--- src/rtl/operand_fetch.sv ---
// operand_fetch: register-read stage with a per-register pending-write scoreboard, RAW stall and
// one valid/ready output slot. Define OPFETCH_WB_BYPASS_EN to forward the same-cycle writeback.
module operand_fetch #(
    parameter int XLEN      = 64,
    parameter int PAYLOAD_W = 32,
    parameter int PEND_W    = 2
) (
    input  logic                 clk,
    input  logic                 rst,
    input  logic                 in_valid,
    output logic                 in_ready,
    input  logic [4:0]           in_rs1,
    input  logic [4:0]           in_rs2,
    input  logic [4:0]           in_rd,
    input  logic                 in_rd_we,
    input  logic [PAYLOAD_W-1:0] in_payload,
    output logic [4:0]           ra1,
    output logic [4:0]           ra2,
    input  logic [XLEN-1:0]      rd1,
    input  logic [XLEN-1:0]      rd2,
    input  logic                 wb_we,
    input  logic [4:0]           wb_wa,
    input  logic [XLEN-1:0]      wb_wd,
    input  logic                 flush,
    output logic                 out_valid,
    input  logic                 out_ready,
    output logic [XLEN-1:0]      out_op1,
    output logic [XLEN-1:0]      out_op2,
    output logic [4:0]           out_rd,
    output logic                 out_rd_we,
    output logic [PAYLOAD_W-1:0] out_payload
);
    localparam logic [PEND_W-1:0] PEND_MAX = '1;
`ifdef OPFETCH_WB_BYPASS_EN
    localparam logic [PEND_W-1:0] PEND_ONE = PEND_W'(1);
`endif

    logic [PEND_W-1:0]    pend_q [32];
    logic [PEND_W-1:0]    pend_d [32];
    logic                 out_valid_q, out_valid_d;
    logic [XLEN-1:0]      out_op1_q, out_op1_d;
    logic [XLEN-1:0]      out_op2_q, out_op2_d;
    logic [4:0]           out_rd_q, out_rd_d;
    logic                 out_rd_we_q, out_rd_we_d;
    logic [PAYLOAD_W-1:0] out_payload_q, out_payload_d;

    logic            slot_free, haz1, haz2, cnt_full, ready_c, accept;
    logic [XLEN-1:0] op1_sel, op2_sel;
    logic [31:0]     inc_vec, dec_vec;

    assign ra1 = in_rs1;
    assign ra2 = in_rs2;

`ifndef OPFETCH_WB_BYPASS_EN
    logic unused_wb_wd;
    assign unused_wb_wd = ^wb_wd;
`endif

    // Issue decision: slot availability, RAW hazards and counter saturation
    always_comb begin
        slot_free = !out_valid_q || out_ready;
        haz1      = (in_rs1 != 5'd0) && (pend_q[in_rs1] != '0);
        haz2      = (in_rs2 != 5'd0) && (pend_q[in_rs2] != '0);
        op1_sel   = (in_rs1 == 5'd0) ? '0 : rd1;
        op2_sel   = (in_rs2 == 5'd0) ? '0 : rd2;
`ifdef OPFETCH_WB_BYPASS_EN
        // The last outstanding write landing this cycle is forwarded, so it is not a hazard.
        if (pend_q[in_rs1] == PEND_ONE && wb_we && wb_wa == in_rs1) haz1 = 1'b0;
        if (pend_q[in_rs2] == PEND_ONE && wb_we && wb_wa == in_rs2) haz2 = 1'b0;
        if (in_rs1 != 5'd0 && wb_we && wb_wa == in_rs1) op1_sel = wb_wd;
        if (in_rs2 != 5'd0 && wb_we && wb_wa == in_rs2) op2_sel = wb_wd;
`endif
        cnt_full = in_rd_we && (in_rd != 5'd0) && (pend_q[in_rd] == PEND_MAX)
                   && !(wb_we && wb_wa == in_rd);
        ready_c  = slot_free && !haz1 && !haz2 && !cnt_full && !flush;
        accept   = in_valid && ready_c;
    end

    assign in_ready = ready_c;

    always_comb begin
        out_valid_d   = out_valid_q;
        out_op1_d     = out_op1_q;
        out_op2_d     = out_op2_q;
        out_rd_d      = out_rd_q;
        out_rd_we_d   = out_rd_we_q;
        out_payload_d = out_payload_q;
        if (flush) begin
            out_valid_d = 1'b0;
        end else if (accept) begin
            out_valid_d   = 1'b1;
            out_op1_d     = op1_sel;
            out_op2_d     = op2_sel;
            out_rd_d      = in_rd;
            out_rd_we_d   = in_rd_we && (in_rd != 5'd0);
            out_payload_d = in_payload;
        end else if (out_ready) begin
            out_valid_d = 1'b0;
        end
    end

    // Scoreboard: simultaneous issue and writeback to one register cancel out
    always_comb begin
        inc_vec = '0;
        dec_vec = '0;
        for (int i = 0; i < 32; i++) begin
            pend_d[i] = pend_q[i];
            if (i != 0) begin
                inc_vec[i] = accept && in_rd_we && (in_rd == 5'(i));
                dec_vec[i] = wb_we && (wb_wa == 5'(i)) && (pend_q[i] != '0);
            end
            if (flush) begin
                pend_d[i] = '0;
            end else if (inc_vec[i] && !dec_vec[i]) begin
                pend_d[i] = pend_q[i] + 1'b1;
            end else if (dec_vec[i] && !inc_vec[i]) begin
                pend_d[i] = pend_q[i] - 1'b1;
            end
        end
    end

    always_ff @(posedge clk) begin
        if (rst) begin
            out_valid_q   <= 1'b0;
            out_op1_q     <= '0;
            out_op2_q     <= '0;
            out_rd_q      <= '0;
            out_rd_we_q   <= 1'b0;
            out_payload_q <= '0;
            for (int i = 0; i < 32; i++) pend_q[i] <= '0;
        end else begin
            assert (flush || !wb_we || wb_wa == 5'd0 || pend_q[wb_wa] != '0)
                else $error("operand_fetch: writeback to x%0d with no pending write", wb_wa);
            out_valid_q   <= out_valid_d;
            out_op1_q     <= out_op1_d;
            out_op2_q     <= out_op2_d;
            out_rd_q      <= out_rd_d;
            out_rd_we_q   <= out_rd_we_d;
            out_payload_q <= out_payload_d;
            for (int i = 0; i < 32; i++) pend_q[i] <= pend_d[i];
        end
    end

    assign out_valid   = out_valid_q;
    assign out_op1     = out_op1_q;
    assign out_op2     = out_op2_q;
    assign out_rd      = out_rd_q;
    assign out_rd_we   = out_rd_we_q;
    assign out_payload = out_payload_q;
endmodule
--- config.mk ---
export PLATFORM = sky130hd
export DESIGN_NAME = operand_fetch
export DESIGN_NICKNAME = d
export VERILOG_FILES = /design/src/rtl/operand_fetch.sv
export SDC_FILE = /design/constraint.sdc
export NUM_CORES = 1
export LEC_CHECK = 0
export CORE_MARGIN = 2
export CORE_UTILIZATION = 46
export CTS_CLUSTER_DIAMETER = 60
export CTS_CLUSTER_SIZE = 10
export DETAILED_ROUTE_END_ITERATION = 7
export MAX_ROUTING_LAYER = met4
export PLACE_DENSITY = 0.9
export SYNTH_ARGS = -nofsm -noshare
export SYNTH_HDL_FRONTEND = slang
export SYNTH_SLANG_ARGS = --single-unit
--- constraint.sdc ---
create_clock -name clk -period 4.6 [get_ports clk]
set_input_delay 0.69 -clock clk [delete_from_list [all_inputs] [get_ports clk]]
set_output_delay 0.69 -clock clk [all_outputs]
set_load 0.01 [all_outputs]
; ---- After elaboration in Yosys (flattened, before gate mapping)
; Memory sizes are Yosys's and may differ from the RTL's.
; Cells that the tools add are included.
[word_totals]
output_inout_bits = 178
input_bits = 251
elab_cells = 578
ff_bits = 167
mem_bits_rw = 64
n_memories = 1
[memory_table]
columns = name, depth, width, read_ports, rd_ports_with_merged_regs, write_ports, line
row1 = pend_q, 32, 2, 34, 0, 32, 38  ; logic [PEND_W-1:0] pend_q [32];
[classes]
reduce_logical = 278
n_bitwise = 33
n_eq_ne = 65
mux = 133
add_sub_neg = 62
[op_table]
columns = operator, n
row1 = 2-to-1 mux 2 bit, 126
row2 = logical AND 1 bit, 167
row3 = equality test 5 bit (second input constant), 32
row4 = 2-to-1 mux 64 bit, 2
row5 = equality test 5 x 4 -> 1 bit (second input constant), 16
row6 = logical NOT 1 bit, 68
row7 = nonzero test 2 bit, 34
row8 = adder 2 x 1 -> 2 bit (second input constant), 31
row9 = subtractor 2 x 1 -> 2 bit (second input constant), 31
row10 = equality test 5 x 3 -> 1 bit (second input constant), 8
row11 = OR 1 bit, 32
row12 = equality test 5 x 2 -> 1 bit (second input constant), 4
row13 = nonzero test 5 bit, 3
row14 = equality test 5 x 1 -> 1 bit (second input constant), 2
row15 = logical NOT 5 bit, 2
row16 = equality test 5 bit, 1
row17 = 2-to-1 mux 1 bit, 5
row18 = AND reduction 2 bit, 2
row19 = equality test 2 bit (second input constant), 1
row20 = OR reduction 2 bit, 1
row21 = logical OR 1 bit, 1
row22 = inequality test 1 bit (second input constant), 1
row23 = inverter 1 bit, 1

; ---- Longest topological paths before layout
; An unclocked memory read counts as a cell.
[depth]
depth_word = 17
ltp_mapped = 16
depth_no_buf = 11

; ---- Worst setup path before layout
; Ideal clock, no wire load.
[synth_timing]
path_kind = in2reg
start = input port in_rs2[0]
end = memory pend_q[27][1]
setup_slack_ns = 1.211
t_required_ns = 4.530
arrival_ns = 3.318
cell_stages = 13
setup_time_ns = 0.070
path_buffers = 3
path_cell_list = buf_2 -> nor4b_1 -> nor3_1 -> a2111oi_0 -> o211ai_1 -> a2bb2oi_4 -> nand2_2 -> buf_6 -> buf_2 -> nor3_1 -> ha_1 -> or3_1 -> a21oi_1
[synth_lines]
columns = element, line
row1 = "start, declared", 13  ; input logic [4:0] in_rs2,
row2 = "end, declared", 38

; ---- Worst setup path in the final report
[layout_timing]
start = input port in_rs2[1]
end = output port in_ready
[layout_via]
elab_chain_cells = 7
elab_cells_between_ends = 8
classes_between = reduce/logical: 7 / memory: 1
[layout_lines]
columns = element, line
row1 = memory read (32 x 2 bit), -
row2 = nonzero test 2 bit, 63  ; haz2 = (in_rs2 != 5'd0) && (pend_q[in_rs2] != '0);
row3 = logical AND 1 bit *, 63
row4 = logical NOT 1 bit *, 75  ; ready_c = slot_free && !haz1 && !haz2 && !cnt_full && !flush;
row5 = logical AND 1 bit * (3 in series), 75
row6 = "end, declared", 11  ; output logic in_ready,
; Mark *: on every way between the ends. The rest lies on a longest branch, timed or not.

==> metrics.yaml <==
route:
  detailedRoute.firstIterationViolations: 814
  detail-route-antenna-nets: 0
  drt_drc_violations_left: 0
  drt_pass1_iterations: 5
  route.detailed.vias_per_inst: 5.51
  post_drt_wl_per_cell_um: 19.6
  vias: 10800
  finalWirelength_um: 38500
synthesis:
  synth_fa_ha_area_share_pct: 3.25
  ys_seq_elements: 229
  synth_simple_gate_area_share_pct: 25.8
  synth_xor_area_share_pct: 4.92
  syn_nets: 1582
  synth-compound-area-share_pct: 5.93
  synth.mux.area_fraction_pct: 17.0
  synthArstFlopShare_pct: 0
  synth.distinct_cells: 58
  dominant_combinational_cell_family_by_area_after_synthesis: "simple AND/OR/NAND/NOR gates"
  syn_area_per_cell_um2: 9.17
  dominantRegCellSynth: "sky130_fd_sc_hd__dfxtp_1"
  netlist_area_um2: 11900
  synth_seq_area_share_pct: 38.5
  post_synth_inst_count: 1300
  synth-edff-count: 0
  yosysWarningCount: 0
floorplanning:
  ios: 429
  initial_core_util_pct: 47.1
  placeableCoreArea_um2: 25300
  die_h_um: 165
  fp.dieArea_um2: 27200
  die_width_um: 165
  floorplan.rows: 58
global_routing:
  grt_max_degree: 110
  first_pass_grt_wire_length_um: 57600
  vias_in_the_first_global_route: 11000
  gr-usage-all-layers_pct: 27.7
  grt_overflow_total: 0
  antenna_found_initial: 3
timing:
  layout_setup_ws_ns: 0.287
  min_period_ns: 4.31
  fmaxAchievable_mhz: 232
  fin_tns_setup_ns: 0
  max_slew_margin_pct: 20.2
  drv_slew: 0
  finalSetupViolations: 0
  grt_setup_unrepaired: "false"
  timing_worst_slew_pin_value_ns: 1.20
  worst_clock_skew_ns: 0.0136
  layout_worst_path_cycle_share_pct: 93.8
  hold_viol: 0
clock_tree:
  clk_latency_ns: 0.54
  max_root_sink_buffers: 3
  cts_made_buffers: 29
  cts.clk_slew.worst_paths_ns: 0.06
  postCtsSetupRepairBufs: 0
  clk_sink_count: 229
  maximum_level_of_the_cts_h_tree: 1
  cts_repair_resize_count: 0
  cts_tree: "done"
  hold_buffers: 0
  cts_root_buf: "sky130_fd_sc_hd__clkbuf_16"
cells_and_area:
  area_growth_syn_to_layout_pct: 38.7
  n_fill_cell: 1948
  layout-drive-gt1-share_pct: 5.51
  layout.nets: 1907
min_path:
  hold_class: "reg -> reg"
flow_run:
  drv.max_cap_violation_count: 0
placed_design:
  pre_cts_setup_slack_ns: 0.322
  place.gp.congestion: 0.959
  port-buffer-count: 364
  dpl.hpwl_um: 28100
power_and_ir_drop:
  power.share.sequential_pct: 43.0
  power_per_cell_area_nw_per_um2: 293
  power.share.combinational_pct: 15.4
  cellLeakagePower_nw: 6.68
  sw_frac_of_total_pct: 25.0
  internal_power_mw: 3.64
  irDropWorstVdd_mv: 0.322
  net-switching-power_mw: 1.21
  share_of_power_burned_in_the_clock_network_pct: 41.6
run_status:
  status: "completed"
critical_path:
  critPathMaxFanout: 9
  setup.worst_path.class: "in -> out"
  critical_path_arrival_ns: 3.62
  critical_path_start_type: "input pin"
  critical_path.endpoint_type: "output port"
  worst-endpoint-required_ns: 3.91
[cells in the mapped netlist, drive strengths merged, types with 2 or more instances]
library cell,instances,area [um^2]
or2,4,25.0
nor4b,2,17.5
o311ai,2,17.5
nor2b,11,68.8
nand2b,205,1280
dfxtp,229,4580
nor2,74,278
nand2,153,577
o41ai,2,17.5
o21ai,40,200
or3,33,206
or3b,3,26.3
inv,3,11.3
nand3,6,30.0
nor3,43,220
mux2i,161,1610
a21oi,38,190
a211o,2,17.5
buf,44,347
nor4,2,12.5
o211ai,13,97.6
a32oi,2,17.5
a31oi,4,25.0
mux4,18,405
a2111oi,2,17.5
nand4,5,31.3
and3,2,12.5
clkbuf,52,198
and2,3,21.3
xor2,66,578
nand3b,19,143
a22oi,4,30.0
nor3b,2,15.0
ha,31,388
nand4b,7,61.3
[critical path, stage by stage]
cell,delay [ns]
sky130_fd_sc_hd__clkdlybuf4s50_1,0.70
sky130_fd_sc_hd__nor4b_1,0.33
sky130_fd_sc_hd__nor3_1,0.07
sky130_fd_sc_hd__a2111oi_0,0.50
sky130_fd_sc_hd__o211ai_1,0.24
sky130_fd_sc_hd__a2bb2oi_4,0.34
sky130_fd_sc_hd__and3_1,0.21
sky130_fd_sc_hd__clkdlybuf4s50_1,0.53
[power groups by stage]
stage	logic [mW]	registers, mW	clock network [mW]
final	0.747	2.09	2.02
after global routing	0.793	2.09	2.13
after CTS	0.746	2.09	2.04
after detailed placement	0.741	2.13	0
after global placement	0.733	2.12	0
after floorplan	0.315	2.16	0
[logic make-up after synthesis]
group,Yosys count
simple gates,578
flops,229
mux,180
compound gates,116
buf+inv,99
xor+xnor,67
fa+ha+maj,31
[area by class of cell]
cell class / instances / area (um^2) / area share [%]
clock inverters: 5 / 61.3 / 0.371
clock buffers: 33 / 741 / 4.48
multi-input cells: 972 / 6820 / 41.2
diodes: 3 / 7.51 / 0.0454
flip-flops and latches: 229 / 4580 / 27.7
well taps: 330 / 413 / 2.50
repair buffers: 390 / 3900 / 23.6
inverters: 3 / 11.3 / 0.0681
[stage by stage]
step           instance area, um^2  utilization [%]  power (mW)  hold slack [ns]  cells
6_report                     16500             65.3        4.85            0.470   1965
5_1_grt                      16500             65.3        5.02            0.486   1965
4_1_cts                      16500             65.2        4.88            0.473   1962
3_5_place_dp                 15700             62.1        2.87            0.463   1924
3_3_place_gp                 15700             62.1        2.86            0.457   1924
2_1_floorplan                11900                -        2.47            0.467   1300
[registers in the layout, summed over array words and instances (netlist names)]
signal / count
out_op1: 64
out_rd_we: 1
out_rd: 5
out_valid: 1
out_op2: 64
pend_q: 62
out_payload: 32
[metal layers]
| metal | track usage [%] | wire length (um) |
|---|---|---|
| met5 | - | 0 |
| met3 | 6.40 | 3070 |
| met2 | 46.6 | 18800 |
| met4 | 12.2 | 1660 |
| met1 | 31.7 | 15000 |
[layout by cell type, fill, tap and decap left out, types with 5 or more instances in the layout]
master / count
sky130_fd_sc_hd__clkdlybuf4s50_1: 363
sky130_fd_sc_hd__dfxtp_1: 229
sky130_fd_sc_hd__nand2b_1: 205
sky130_fd_sc_hd__mux2i_1: 161
sky130_fd_sc_hd__nand2_1: 152
sky130_fd_sc_hd__nor2_1: 74
sky130_fd_sc_hd__xor2_1: 66
sky130_fd_sc_hd__nor3_1: 42
sky130_fd_sc_hd__o21ai_0: 39
sky130_fd_sc_hd__a21oi_1: 36
sky130_fd_sc_hd__or3_1: 33
sky130_fd_sc_hd__ha_1: 31
sky130_fd_sc_hd__clkbuf_16: 29
sky130_fd_sc_hd__buf_4: 22
sky130_fd_sc_hd__nand3b_1: 19
sky130_fd_sc_hd__mux4_2: 18
sky130_fd_sc_hd__o211ai_1: 13
sky130_fd_sc_hd__nor2b_1: 11
sky130_fd_sc_hd__nand4b_1: 7
sky130_fd_sc_hd__nand3_1: 6
sky130_fd_sc_hd__nand4_1: 5
sky130_fd_sc_hd__buf_12: 5
[path summary, 6_finish.rpt]
check	from	endpoint	slack, ns	cells after the start
hold reg to reg	out_payload[10]	out_payload[10]	0.47	2
hold / removal	out_payload[10]	out_payload[10]	0.47	2
setup reg to reg	pend_q[14][0]	pend_q[12][1]	1.29	10
setup / recovery	in_rs2[1]	in_ready	0.29	8
Power figures use the tool's default switching activity.
